### src/rtl/alu_mul_sequencer_pkg.sv
// alu_mul_sequencer_pkg: ALU function codes, status bit indices and sequencer state encoding
package alu_mul_sequencer_pkg;
  localparam logic [4:0] FS_AND = 5'b00000;
  localparam logic [4:0] FS_OR  = 5'b00100;
  localparam logic [4:0] FS_ADD = 5'b01000;
  localparam logic [4:0] FS_XOR = 5'b01100;
  localparam logic [4:0] FS_LSL = 5'b10000;
  localparam logic [4:0] FS_LSR = 5'b10100;
  localparam int STATUS_Z = 0;
  localparam int STATUS_N = 1;
  localparam int STATUS_C = 2;
  localparam int STATUS_V = 3;
  typedef enum logic [2:0] {
    ST_IDLE,
    ST_CHK,
    ST_ADD,
    ST_SHL,
    ST_SHR,
    ST_DONE
  } state_t;
endpackage

### src/rtl/alu_mul_sequencer_port_mux.sv
// alu_mul_sequencer_port_mux: 2:1 select of the ALU {A,B,FS,C0} bundle
//   sel=0 -> cpu_*, sel=1 -> seq_*; result on alu_*
module alu_mul_sequencer_port_mux #(
  parameter int WIDTH = 64
) (
  input  logic             sel,
  input  logic [WIDTH-1:0] cpu_a,
  input  logic [WIDTH-1:0] cpu_b,
  input  logic [4:0]       cpu_fs,
  input  logic             cpu_c0,
  input  logic [WIDTH-1:0] seq_a,
  input  logic [WIDTH-1:0] seq_b,
  input  logic [4:0]       seq_fs,
  input  logic             seq_c0,
  output logic [WIDTH-1:0] alu_a,
  output logic [WIDTH-1:0] alu_b,
  output logic [4:0]       alu_fs,
  output logic             alu_c0
);
  assign {alu_a, alu_b, alu_fs, alu_c0} = sel ? {seq_a, seq_b, seq_fs, seq_c0}
                                              : {cpu_a, cpu_b, cpu_fs, cpu_c0};
endmodule

### src/rtl/alu_mul_sequencer.sv
// alu_mul_sequencer: shares one LEGv8 ALU between the CPU and a shift-add multiplier
//   clock/reset_n      : rising-edge clock, async active-low reset
//   cpu_A/B/FS/C0      : CPU ALU request, passed through while idle
//   cpu_stall          : high while the multiplier owns the ALU
//   mul_start/a/b      : multiply request, accepted only when idle
//   mul_done/result/carry : one-cycle done pulse, low product, sticky add carry
//   alu_A/B/FS/C0      : drive the shared ALU
//   alu_F/alu_status   : ALU result and {V,C,N,Z}
module alu_mul_sequencer
  import alu_mul_sequencer_pkg::*;
#(
  parameter int WIDTH = 64,
  parameter int CNT_W = 7
) (
  input  logic             clock,
  input  logic             reset_n,
  input  logic [WIDTH-1:0] cpu_A,
  input  logic [WIDTH-1:0] cpu_B,
  input  logic [4:0]       cpu_FS,
  input  logic             cpu_C0,
  output logic             cpu_stall,
  input  logic             mul_start,
  input  logic [WIDTH-1:0] mul_a,
  input  logic [WIDTH-1:0] mul_b,
  output logic             mul_done,
  output logic [WIDTH-1:0] mul_result,
  output logic             mul_carry,
  output logic [WIDTH-1:0] alu_A,
  output logic [WIDTH-1:0] alu_B,
  output logic [4:0]       alu_FS,
  output logic             alu_C0,
  input  logic [WIDTH-1:0] alu_F,
  input  logic [3:0]       alu_status
);
  state_t state, state_nx;
  logic [WIDTH-1:0] acc, mcand, mplier, seq_a, seq_b;
  logic [CNT_W-1:0] cnt;
  logic [4:0] seq_fs;
  logic carry;
  logic unused_status;
  assign unused_status = ^{alu_status[STATUS_V], alu_status[STATUS_N]};
  assign cpu_stall = state != ST_IDLE;
  always_comb begin
    state_nx = state;
    seq_a = '0;
    seq_b = '0;
    seq_fs = FS_ADD;
    unique case (state)
      ST_IDLE: state_nx = mul_start ? (mul_b == '0 ? ST_DONE : ST_CHK) : ST_IDLE;
      ST_CHK:  state_nx = mplier[0] ? ST_ADD : ST_SHL;
      ST_ADD: begin
        seq_a = acc;
        seq_b = mcand;
        state_nx = ST_SHL;
      end
      ST_SHL: begin
        seq_a = mcand;
        seq_b = WIDTH'(1);
        seq_fs = FS_LSL;
        state_nx = ST_SHR;
      end
      ST_SHR: begin
        seq_a = mplier;
        seq_b = WIDTH'(1);
        seq_fs = FS_LSR;
        // Z after the shift means no multiplier bits remain
        state_nx = (alu_status[STATUS_Z] || cnt == CNT_W'(WIDTH-1)) ? ST_DONE : ST_CHK;
      end
      ST_DONE: state_nx = ST_IDLE;
      default: state_nx = ST_IDLE;
    endcase
  end
  alu_mul_sequencer_port_mux #(.WIDTH(WIDTH)) u_mux (
    .sel(cpu_stall),
    .cpu_a(cpu_A),
    .cpu_b(cpu_B),
    .cpu_fs(cpu_FS),
    .cpu_c0(cpu_C0),
    .seq_a(seq_a),
    .seq_b(seq_b),
    .seq_fs(seq_fs),
    .seq_c0(1'b0),
    .alu_a(alu_A),
    .alu_b(alu_B),
    .alu_fs(alu_FS),
    .alu_c0(alu_C0)
  );
  always_ff @(posedge clock or negedge reset_n) begin
    if (!reset_n) begin
      state <= ST_IDLE;
      acc <= '0;
      mcand <= '0;
      mplier <= '0;
      cnt <= '0;
      carry <= 1'b0;
      mul_result <= '0;
      mul_carry <= 1'b0;
      mul_done <= 1'b0;
    end else begin
      state <= state_nx;
      mul_done <= state == ST_DONE;
      if (state == ST_IDLE && mul_start) begin
        mcand <= mul_a;
        mplier <= mul_b;
        acc <= '0;
        cnt <= '0;
        carry <= 1'b0;
      end
      if (state == ST_ADD) begin
        acc <= alu_F;
        carry <= carry | alu_status[STATUS_C];
      end
      if (state == ST_SHL) mcand <= alu_F;
      if (state == ST_SHR) begin
        mplier <= alu_F;
        cnt <= cnt + CNT_W'(1);
      end
      if (state == ST_DONE) begin
        mul_result <= acc;
        mul_carry <= carry;
      end
    end
  end
endmodule

### config.mk
export PLATFORM = sky130hd
export DESIGN_NAME = alu_mul_sequencer
export DESIGN_NICKNAME = d
export VERILOG_FILES = /design/src/rtl/alu_mul_sequencer_pkg.sv /design/src/rtl/alu_mul_sequencer_port_mux.sv /design/src/rtl/alu_mul_sequencer.sv
export SDC_FILE = /design/constraint.sdc
export NUM_CORES = 1
export LEC_CHECK = 0
export CAP_MARGIN = 10
export CORE_AREA = 2 2 211 213
export DETAILED_ROUTE_END_ITERATION = 7
export DIE_AREA = 0 0 213 215
export GPL_TIMING_DRIVEN = 1
export PLACE_DENSITY_LB_ADDON = 0.12
export SYNTH_ARGS = -nofsm -noshare
export SYNTH_HDL_FRONTEND = slang
export SYNTH_HIERARCHICAL = 1
export SYNTH_SLANG_ARGS = --single-unit
### constraint.sdc
create_clock -name clock -period 5.4 [get_ports clock]
set_input_delay 0.81 -clock clock [delete_from_list [all_inputs] [get_ports clock]]
set_output_delay 0.81 -clock clock [all_outputs]
set_load 0.05 [all_outputs]
# ---- Word level (Yosys, flattened, before mapping)
# Index checks and enable logic that the tools add are counted.
dict set report totals {
  reg_bits 269
  inputBits 333
  out_inout_bits 201
  elab_cells 45
}
dict set report op_classes {
  n_addsub 1
  n_eq_ne 6
  mux 19
  bitwise 1
  n_reduce_logical 9
}
# cell n
set op_table {}
lappend op_table {{$mux 64} 6}
lappend op_table {{$pmux 64 s3} 1}
lappend op_table {{$mux 134} 1}
lappend op_table {{$pmux 64 s2} 1}
lappend op_table {{$logic_not 64->1} 1}
lappend op_table {{$pmux 3 s5} 1}
lappend op_table {{$mux 7} 2}
lappend op_table {{$pmux 5 s2} 1}
lappend op_table {{$mux 3} 3}
lappend op_table {{$add 7x1->7 const B} 1}
lappend op_table {{$eq 7x6->1 const B} 1}
lappend op_table {{$eq 3x2->1 const B} 2}
lappend op_table {{$eq 3x3->1 const B} 2}
lappend op_table {{$reduce_bool 2->1} 3}
lappend op_table {{$eq 3x1->1 const B} 1}
lappend op_table {{$logic_not 3->1} 1}
lappend op_table {{$mux 1} 3}
lappend op_table {{$reduce_bool 3->1} 1}
lappend op_table {{$reduce_or 2->1} 1}
lappend op_table {{$logic_and 1x1->1} 1}
lappend op_table {{$logic_or 1x1->1} 1}
lappend op_table {{$or 1x1->1} 1}

# ---- Logic depth before layout (Yosys ltp)
# Gate-level depths: netlist (run 1).
dict set report depth {
  depth_word 4
  mapped_depth 9
  ltp_nobuf 5
}

# ---- Modules after synthesis
# The synthesis (run 1) kept the hierarchy.
# module n_inst cells_each area_per_inst_um2 seq_area_each_um2
set modules_own_cells {}
lappend modules_own_cells {alu_mul_sequencer 1 1550 12878.6 6731.5}
lappend modules_own_cells {alu_mul_sequencer_port_mux 1 149 1859.3 0.0}

# ---- Worst setup path before layout (run 1)
# No wires, ideal clock.
dict set report synth_timing {
  path_type {reg2out}
  start {register state[2]}
  end {output port alu_B[43]}
  arrival_ns 1.787
  required_ns 4.590
  setup_slack_ns 2.803
  stages_incl_launch_ff 9
  n_path_buf 4
  cell_sequence {dfrtp_1 > buf_2 > nand2b_1 > nor2_1 > buf_2 > buf_2 > clkbuf_1 > and2_1 > mux2_2}
}
dict set report synth_between {
  elab_chain_cells 4
  elab_cells_between_ends 7
  cone_classes {eq/ne (3); mux (2); reduce/logical (2)}
}
# item line_no
set synth_rtl {}
lappend synth_rtl {{from (decl)} alu_mul_sequencer.sv:35} ;# state_t state, state_nx;
lappend synth_rtl {{from (signal assigned)} alu_mul_sequencer.sv:100} ;# state <= state_nx;
lappend synth_rtl {{$eq 3x2->1 or $eq 3x3->1 (tied branches)} alu_mul_sequencer.sv:48} ;# unique case (state)
lappend synth_rtl {{$reduce_or 2->1 (no line)} -}
lappend synth_rtl {{$pmux 64 s2 *} alu_mul_sequencer.sv:48}
lappend synth_rtl {{via seq_b[43]} alu_mul_sequencer.sv:36} ;# logic [WIDTH-1:0] acc, mcand, mplier, seq_a, seq_b;
lappend synth_rtl {{$mux 134 *} alu_mul_sequencer_port_mux.sv:20} ;# assign {alu_a, alu_b, alu_fs, alu_c0} = sel ? {seq_a, seq_b, seq_fs, seq_c0}
lappend synth_rtl {{to (decl)} alu_mul_sequencer.sv:29} ;# output logic [WIDTH-1:0] alu_B,
# Mark *: on every way through the listed nets, which the timed path passes. The rest lies on a longest branch.

# ---- Final worst setup path (run 1)
dict set report layout_timing {
  start {register state[0]}
  end {output port alu_A[57]}
}
dict set report layout_between {
  elab_chain_cells 3
  elab_cells_between_ends 6
  cone_classes {eq/ne (3); mux (2); reduce/logical (1)}
}
# item line_no
set layout_rtl {}
lappend layout_rtl {{$eq 3x3->1 or $eq 3x2->1 (tied branches)} alu_mul_sequencer.sv:48}
lappend layout_rtl {{$pmux 64 s3 *} alu_mul_sequencer.sv:48}
lappend layout_rtl {{via seq_a[57]} alu_mul_sequencer.sv:36}
lappend layout_rtl {{$mux 134 *} alu_mul_sequencer_port_mux.sv:20}
lappend layout_rtl {{to (decl)} alu_mul_sequencer.sv:28} ;# output logic [WIDTH-1:0] alu_A,
# Marked as above.

==> flow_metrics.tcl, run 1 <==
set metrics [dict create \
    cts_buffers 30 \
    crit_required_ns 4.59 \
    slew_headroom_pct 27.1 \
    power.leakage_uw 0.00937 \
    clk_pin_slew_worst_paths_ns 0.06 \
    finalMaxSlewViolations 0 \
    seq_area_frac_synth_pct 45.7 \
    drive_gt1_share_pct 9.92 \
    synth_top_family_by_area "simple AND/OR/NAND/NOR gates" \
    drtIter0Drc 819 \
    cp_max_fo 51 \
    critPathLaunchType "flop" \
    ctsRootBufferMaster "clkbuf_16" \
    via_per_inst 4.98 \
    period_share_pct 86.7 \
    antenna_found_initial 5 \
    synthTopCellsByArea "dfrtp_1 (46%), nand2_1 (13%), mux2_4 (6.1%), mux2_2 (5.7%), nor2_1 (5.0%)" \
    yosysTopAreaCellShare_pct 45.7 \
    vias 13800 \
    avgSynthCellArea_sq_um 8.67 \
    synthesis.area_sq_mm 0.0147 \
    final_cells 2773 \
    worst_pin_slew_ns 1.09 \
    hold_buffers 0 \
    synth-seq-cells 269 \
    fmax_ghz 0.214 \
    fillers 4146 \
    fin_ws_ns 0.718 \
    grt_max_degree 122 \
    outcome "finished, final reports clean" \
    rows 77 \
    yosysWarningCount 6 \
    yosys.cell_types.count 36 \
    setup_viol 0 \
    synth_largest_area_cell "dfrtp_1" \
    post_cts_buffers 0 \
    initial_utilization_pct 33.8 \
    synth_adder_area_share_pct 0.0849 \
    cts_max_level 1 \
    synth_compound_area_share_pct 10.5 \
    max_stage_delay_ns 0.93 \
    place_inst 2717 \
    peakVddDrop_uv 450 \
    portBuffers 531 \
    netlist_instances 1699 \
    setup_tns_ns 0 \
    critical_path_arrival_ns 3.87 \
    grt_first_pass_wirelength_um 84600 \
    dr_wl_met2_um 27500 \
    maxCapViolCount 0 \
    drc_errors 0 \
    finalHoldViolations 0 \
    skew_ns 0.00929 \
    crit_buf_inv 2 \
    crit_type "flop to output port" \
    hold_class "input pin to asynchronous set/reset pin" \
    synth-simple-area-share_pct 22.5 \
    io-pin-count 534 \
    mostFrequentLayoutCells "clkdlybuf4s50_1 (530), nand2_1 (521), dfrtp_1 (268), nor2_1 (195), o21ai_0 (136)" \
    gp_congestion 0.832 \
    clk_latency_ns 0.56 \
    layout_commonest_cell "clkdlybuf4s50_1" \
    first_pass_iters 5 \
    cts_sinks 269 \
    coreArea_sq_mm 0.0436 \
    cts_tree "built" \
    die-area_sq_mm 0.0458 \
    grt_pass1_vias 14200 \
    p_per_area_mw_per_mm2 728 \
    synthXorXnorAreaFrac_pct 0.0594 \
    cts.repair.resized 0 \
    wl_met3_um 3760 \
    met1_length_um 23500 \
    dpl_cell_area_sq_mm 0.0204 \
    path_cells "buf_4 -> nor2_1 -> nand3_1 -> o21ai_0 -> mux2_4 -> clkdlybuf4s50_1" \
    grt.total_usage_pct 23.9 \
    die_h_um 215 \
    fin_crit_ns 4.68 \
    dp_slack_ns 1.29 \
    nNetsFinal 2491 \
    grt_setup_unrepaired "no" \
    final_cell_area_sq_mm 0.0215 \
    endpoint_kind "output port" \
    fp.dieW_um 213 \
    avgRoutedWirePerCell_um 20.1 \
    cpMaxStageDelayCell "buf_4" \
    grt-ovfl-total 0 \
    highest_layer "met5" \
    synth.area.mux_share_pct 16.2 \
    crit_family "buffers and inverters" \
    antenna_left 0 \
    area_growth_pct 45.5 \
    place_hpwl_um 38500 \
    wirelength_um 55800 \
    cts_buffer_depth 3 \
]
==> path summary, 6_finish.rpt <==
kind / depth (start not counted) / slack (ns) / start / endpoint
min in group clock: 2 / 0.47 / mul_result[7] / mul_result[7]
hold reg to reg: 2 / 0.47 / mul_result[7] / mul_result[7]
max in group asynchronous: 2 / 3.81 / reset_n / mplier[25]
setup / recovery: 6 / 0.72 / state[0] / alu_A[57]
setup reg to reg: 7 / 2.17 / state[0] / mul_carry
hold / removal: 1 / 0.24 / reset_n / mul_done
==> Yosys cell counts, drive strengths merged <==
library cell,n
nand2b,3
o21a,2
and2,63
nor2b,1
ha,1
nand4,5
or3b,1
and3,1
a22o,1
mux2,134
xnor2,1
nor4,16
conb,1
nand3,5
a21o,1
or3,1
o21ai,136
a31oi,64
inv,6
buf,63
a41oi,1
a21oi,3
nand3b,1
clkbuf,68
a222oi,1
o22ai,63
nor3,1
mux2i,66
nand2,522
nor2,197
or2,1
dfrtp,269
==> kinds of logic after synthesis <==
kind of cell    count (synthesis)
mux                           200
other cells                     1
flops                         269
buf+inv                       137
compound gates                272
fa+ha+maj                       1
xor+xnor                        1
simple gates                  818
==> metrics by stage <==
stage | power [uW] | util (%) | hold WS (ns)
2_1_floorplan | 10500 | - | 0.440
3_3_place_gp | 13400 | 46.8 | 0.458
3_5_place_dp | 13600 | 46.8 | 0.461
4_1_cts | 15800 | 49.1 | 0.314
5_1_grt | 16500 | 49.1 | 0.346
6_report | 15600 | 49.2 | 0.243
==> final cells by class <==
cell class / instances / area (sq um) / area share, %
multi-input cells: 1295 / 7330 / 34.2
flip-flops and latches: 269 / 6740 / 31.4
repair buffers: 555 / 5580 / 26.0
clock buffers: 48 / 940 / 4.38
well taps: 592 / 741 / 3.45
clock inverters: 4 / 95.1 / 0.443
inverters: 6 / 23.8 / 0.111
diodes: 4 / 10.0 / 0.0467
==> routing by layer <==
layer | track usage (%) | vias to the layer above
met5 | 0 | -
met4 | 5.90 | 2
met3 | 4.43 | 62
met2 | 41.1 | 453
met1 | 30.7 | 6684
li1 | - | 6604
==> registers in the layout, indices dropped and copies added (netlist names) <==
name        cells
mplier         64
mul_done        1
carry           1
state           3
mul_result     64
acc            64
cnt             7
mcand          64
mul_carry       1
==> power by group <==
group	switching [uW]	leakage, uW	internal (uW)
Sequential	645	0.00330	2930
Combinational	6220	0.00556	3680
Clock	833	0.000509	1320
Total	7700	0.00937	7930
==> worst register-to-register path, stage by stage (launching register included) <==
cell      delay, ns
dfrtp_4        0.75
buf_4          0.95
nand3b_1       0.16
buf_4          0.34
inv_2          0.32
buf_4          0.41
nand2_1        0.18
nand2_1        0.08
Power figures use the tool's default switching activity.
==> inputs of run 2 (changes only) <==
--- a/config.mk
+++ b/config.mk
@@ -6,12 +6,11 @@
 export NUM_CORES = 1
 export LEC_CHECK = 0
 export CAP_MARGIN = 10
-export CORE_AREA = 2 2 211 213
+export CORE_AREA = 2 2 209 211
 export DETAILED_ROUTE_END_ITERATION = 7
-export DIE_AREA = 0 0 213 215
+export DIE_AREA = 0 0 211 213
 export GPL_TIMING_DRIVEN = 1
 export PLACE_DENSITY_LB_ADDON = 0.12
 export SYNTH_ARGS = -nofsm -noshare
 export SYNTH_HDL_FRONTEND = slang
-export SYNTH_HIERARCHICAL = 1
 export SYNTH_SLANG_ARGS = --single-unit
==> run 2 against run 1 <==
- cell area fell by 7.1%
- critical path depth shrank 1
- hold slack better by 0.027 ns
- largest power group unchanged
==> flow_metrics.tcl, run 2 <==
set metrics [dict create \
    portBuffers 531 \
    vias 13500 \
    syn-num-nets 1847 \
    reg2reg_from "state[2]" \
    fin_crit_ns 4.40 \
    setup_viol 0 \
    clk_pin_slew_worst_paths_ns 0.06 \
    synthTopCellsByCount "nand2_1 (461), dfrtp_1 (269), nor2_1 (201)" \
    reg2reg_to "mplier[60]" \
    synthesis.area_sq_mm 0.0131 \
    clockPowerShare_pct 14.7 \
    crit_type "flop to output port" \
    period_share_pct 81.6 \
    post_cts_buffers 0 \
    synthFlopType "dfrtp_1" \
    endpoint_kind "output port" \
    drtIter0Drc 922 \
    io-pin-count 534 \
    hold_class "input pin to asynchronous set/reset pin" \
    dpl_cell_area_sq_mm 0.0188 \
    gp_congestion 0.832 \
    pwr-share-seq_pct 23.7 \
    drc_errors 0 \
    pwr-share-comb_pct 61.7 \
    synthTopCellsByArea "dfrtp_1 (51%), nand2_1 (13%), a22o_1 (8.5%), nor2_1 (5.7%), a221o_1 (4.9%)" \
    fillers 4174 \
    cts_tree "built" \
    max_stage_delay_ns 0.84 \
    final_cell_area_sq_mm 0.0199 \
    first_pass_iters 5 \
    yosysWarningCount 0 \
    yosys.cell_types.count 38 \
    p_per_area_mw_per_mm2 795 \
    synth-seq-cells 269 \
    switchingPower_uw 8150 \
    reg2reg_depth 4 \
    setup_tns_ns 0 \
    critical_path_arrival_ns 3.59 \
    hold_buffers 0 \
    async_reset_ff_share_pct 100 \
    yosys.cell_count.top_type "nand2_1" \
    grt_setup_unrepaired "no" \
    area_growth_pct 51.6 \
    die_h_um 213 \
    via_per_inst 5.29 \
    power.leakage_uw 0.00852 \
    wl_met3_um 4710 \
    grt.total_usage_pct 25.5 \
    avgRoutedWirePerCell_um 23.0 \
    layout_commonest_cell "clkdlybuf4s50_1" \
    yosysTopAreaCellShare_pct 51.2 \
    worst_pin_slew_ns 1.18 \
    cts_sinks 269 \
    place_hpwl_um 38900 \
    fmax_ghz 0.227 \
    drive_gt1_share_pct 4.22 \
    grt-ovfl-total 0 \
    cpMaxStageDelayCell "clkdlybuf4s50_1" \
    crit_required_ns 4.59 \
    cp_max_fo 70 \
    skew_ns 0.0110 \
    antenna_left 0 \
    switching_share_pct 51.4 \
    avgSynthCellArea_sq_um 8.69 \
    mostFrequentLayoutCells "clkdlybuf4s50_1 (530), nand2_1 (461), dfrtp_1 (269), nor2_1 (201), a22o_1 (128)" \
    wirelength_um 58600 \
    coreArea_sq_mm 0.0427 \
    peakVddDrop_uv 372 \
    cts.repair.resized 0 \
    grt_pass1_vias 13400 \
    slew_headroom_pct 20.8 \
    rows 76 \
    grt_max_degree 103 \
    finalMaxSlewViolations 0 \
    netlist_instances 1513 \
    cts_max_level 2 \
    maxCapViolCount 0 \
    antenna_found_initial 6 \
    dr_wl_met2_um 28200 \
    nNetsFinal 2303 \
    cts_buffers 34 \
    met1_length_um 24200 \
    synth_largest_area_cell "dfrtp_1" \
    die-area_sq_mm 0.0449 \
    path_cells "nor3_2 -> buf_4 -> a22o_1 -> a221o_1 -> clkdlybuf4s50_1" \
    fp.dieW_um 211 \
    initial_utilization_pct 30.8 \
    regToRegSetupSlack_ns 2.50 \
    seq_area_frac_synth_pct 51.2 \
    outcome "finished, final reports clean" \
    ctsRootBufferMaster "clkbuf_16" \
    cts_buffer_depth 3 \
    synth_edf_count 0 \
    clk_latency_ns 0.53 \
    finalHoldViolations 0 \
    highest_layer "met5" \
    grt_first_pass_wirelength_um 86200 \
    p_int_uw 7690 \
    critPathLaunchType "flop" \
]
run 2: cell types whose count changed after synthesis, moves of 23 or more:
cell and delta:
a221o_1 +64, a22o_1 +127, and2_1 -60, buf_2 +23, mux2_2 -74, mux2_4 -60
mux2i_1 -65, nand2_1 -61, o21ai_0 -65
run 2: worst max-delay path: cells and delay by family, from the launching register on:
kind	cells	cell delay (ns)
buffers and inverters	2	1.61
AO/OA/AOI/OAI	2	0.44
flip-flops	1	0.66
AND/OR/NAND/NOR	1	0.33
run 2: per-layer routing:
| layer | GRT usage, % | up-vias |
|---|---|---|
| met5 | 0 | - |
| met4 | 8.28 | 4 |
| met3 | 6.43 | 74 |
| met2 | 42.3 | 559 |
| met1 | 32.5 | 6568 |
| li1 | - | 6247 |
run 2: how the worst max path moves through the flow:
stage / end / slack [ns] / startpoint / cells past startpoint
final: alu_A[26] / 1.0 / state[2] / 5
after global routing: alu_A[27] / 0.83 / state[2] / 5
after CTS: alu_A[26] / 0.94 / state[2] / 5
after detailed placement: alu_A[26] / 1.53 / state[2] / 5
after global placement: alu_A[26] / 1.58 / state[2] / 5
after floorplan: alu_B[0] / 2.57 / cpu_B[0] / 2
run 2: per-stage QoR:
stage               util (%)  total power, uW  hold slack (ns)  setup WS [ns]  cells
finish                  46.7            15800            0.270          0.996   2542
CTS                     46.6            16000            0.284          0.943   2537
floorplan                  -            10100            0.440           2.57   1513
global placement        44.0            13500            0.460           1.58   2479
detailed placement      44.0            13600            0.462           1.53   2479
global route            46.7            16700            0.305          0.831   2540
run 2: final cells by class:
cell class	count	area (sq um)	area share, %
multi-input cells	1108	5820	29.2
clock buffers	53	1090	5.45
clock inverters	5	50.0	0.251
well taps	546	683	3.43
diodes	5	12.5	0.0628
repair buffers	552	5530	27.7
inverters	4	15.0	0.0753
flip-flops and latches	269	6730	33.8
run 2: kinds of logic after synthesis:
logic type / after synthesis / share of synthesized area (%)
AO/OA/AOI/OAI: 401 / 22.7
XOR/XNOR: 1 / 0.0666
adder cells (fa/ha/maj): 1 / 0.0952
buffers and inverters: 136 / 4.81
flip-flops: 269 / 51.2
multiplexers: 1 / 0.0761
AND/OR/NAND/NOR: 704 / 21.0
run 2: power by group through the flow:
stage / clock, uW / combinational, uW / sequential (uW)
final: 2320 / 9770 / 3750
after global routing: 2460 / 10300 / 3880
after CTS: 2390 / 9840 / 3750
after detailed placement: 0 / 9800 / 3780
after global placement: 0 / 9750 / 3740
after floorplan: 0 / 5800 / 4350
==> inputs of run 3 (changes only) <==
--- a/config.mk
+++ b/config.mk
@@ -6,9 +6,9 @@
 export NUM_CORES = 1
 export LEC_CHECK = 0
 export CAP_MARGIN = 10
-export CORE_AREA = 2 2 209 211
+export CORE_AREA = 2 2 208 210
 export DETAILED_ROUTE_END_ITERATION = 7
-export DIE_AREA = 0 0 211 213
+export DIE_AREA = 0 0 210 212
 export GPL_TIMING_DRIVEN = 1
 export PLACE_DENSITY_LB_ADDON = 0.12
 export SYNTH_ARGS = -nofsm -noshare
==> constraint.sdc (replaced) <==
create_clock -name clock -period 3.8 [get_ports clock]
set_input_delay 0.57 -clock clock [delete_from_list [all_inputs] [get_ports clock]]
set_output_delay 0.57 -clock clock [all_outputs]
set_load 0.05 [all_outputs]
==> run 3 against run 2 <==
- the flow now finishes with violations (negative hold slack)
- first-iteration DRC count is 2.7% lower
- global-route usage is 0.35 points lower
- hold slack worse by 0.27 ns
- worst setup slack worse by 0.89 ns
- combinational power is 54% higher
- flip-flop and latch count stayed put
- largest power group unchanged
- highest routed layer unchanged
==> flow_metrics.tcl, run 3 (synthesis results as in run 2) <==
set metrics [dict create \
    outcome "finished, violations left" \
    violations "negative hold slack" \
    cts_buffers 31 \
    fp.dieW_um 210 \
    period_share_pct 97.2 \
    endpoint_kind "output port" \
    area_growth_pct 56.1 \
    coreArea_sq_mm 0.0425 \
    clk_pin_slew_worst_paths_ns 0.06 \
    die_h_um 212 \
    cp_max_fo 95 \
    hold_class "input pin to asynchronous set/reset pin" \
    vias 13400 \
    reg2reg_to "mplier[13]" \
    grt.total_usage_pct 25.1 \
    max_stage_delay_ns 0.82 \
    multiInputGateArea_sq_mm 0.00583 \
    reg2reg_from "state[2]" \
    fmax_ghz 0.271 \
    maxCapViolCount 0 \
    grt_pass1_vias 13400 \
    initial_utilization_pct 30.9 \
    rows 76 \
    grt_first_pass_wirelength_um 84900 \
    clk_latency_ns 0.56 \
    layout_commonest_cell "nand2_1" \
    gp_congestion 0.828 \
    path_cells "nor3b_2 -> buf_12 -> a22o_1 -> clkdlybuf4s50_1" \
    die-area_sq_mm 0.0445 \
    mostFrequentLayoutCells "nand2_1 (461), clkdlybuf4s50_1 (435), dfrtp_1 (269), nor2_1 (201), a22o_1 (128)" \
    grt-ovfl-total 0 \
    nNetsFinal 2311 \
    via_per_inst 5.26 \
    grt_setup_unrepaired "no" \
    finalHoldViolations 1 \
    power.leakage_uw 0.00893 \
    crit_family "buffers and inverters" \
    reg2reg_depth 6 \
    setup_tns_ns 0 \
    dp_slack_ns 0.529 \
    io-pin-count 534 \
    skew_ns 0.0102 \
    critical_path_arrival_ns 3.13 \
    fillers 4093 \
    ctsRootBufferMaster "clkbuf_16" \
    p_per_area_mw_per_mm2 1150 \
    fin_ws_ns 0.105 \
    cts_max_level 1 \
    critPathLaunchType "flop" \
    cts_tree "built" \
    antenna_left 0 \
    avgRoutedWirePerCell_um 22.6 \
    antenna_found_initial 11 \
    setup_viol 0 \
    first_pass_iters 5 \
    finalMaxSlewViolations 0 \
    regToRegSetupSlack_ns 1.31 \
    timing.hold.ws_ns -0.00344 \
    fin_util_pct 48.3 \
    drc_errors 0 \
    cts_sinks 269 \
    peakVddDrop_uv 644 \
    crit_type "flop to output port" \
    portBuffers 531 \
    seq_area_sq_mm 0.00673 \
    wirelength_um 57700 \
    drive_gt1_share_pct 9.60 \
    cts_buffer_depth 3 \
    drtIter0Drc 897 \
    post_cts_buffers 0 \
    crit_buf_inv 2 \
    crit_required_ns 3.23 \
    worst_pin_slew_ns 0.939 \
    fin_crit_ns 3.70 \
    cpMaxStageDelayCell "clkdlybuf4s50_1" \
    slew_headroom_pct 37.4 \
    grt_max_degree 129 \
    place_hpwl_um 39700 \
]
[run 3: area by class of cell]
class                           instances  share of cell area [%]
Timing Repair Buffer                  563                    30.0
Tap cell                              546                    3.33
Multi-Input combinational cell       1108                    28.4
Sequential cell                       269                    32.8
Inverter                                4                  0.0731
Antenna cell                            7                  0.0853
Clock buffer                           45                    4.57
Clock inverter                         12                   0.792
[run 3: worst max-delay path by stage]
stage               slack [ns]  depth (start not counted)         to     start
floorplan                 1.36                          4   alu_B[0]  state[2]
global placement          0.51                          6   state[2]  mul_b[5]
detailed placement        0.53                          6   state[2]  mul_b[5]
CTS                       0.10                          4  alu_B[55]  state[1]
global route             0.007                          4  alu_B[55]  state[1]
finish                    0.10                          4  alu_B[55]  state[1]
[run 3: metrics by stage]
stage,cells,hold slack [ns],total power (uW),area [sq um]
2_1_floorplan,1513,0.274,14400,13100
3_3_place_gp,2490,0.459,20300,19400
3_5_place_dp,2490,0.462,20400,19400
4_1_cts,2547,0.0354,23700,20500
5_1_grt,2552,0.0462,24700,20500
6_report,2554,-0.00344,23600,20500
[run 3: what timing repair did]
item                                    4_1_cts  5_1_grt
resized for setup                             1        0
endpoints found under the setup margin        4        0
hold buffers                                  0        0
[run 3: where the power goes]
group / leakage, uW / switching, uW / internal, uW
sequential: 0.00329 / 1050 / 4260
combinational: 0.00510 / 9490 / 5550
clock: 0.000549 / 1250 / 1970
total: 0.00893 / 11800 / 11800
[run 3: layer usage]
layer / global-route usage [%] / vias to the layer above / wire length [um]
li1: - / 6270 / -
met1: 32.1 / 6623 / 24200
met2: 42.6 / 469 / 28200
met3: 6.28 / 60 / 4300
met4: 6.33 / 6 / 972
met5: 0 / - / 39
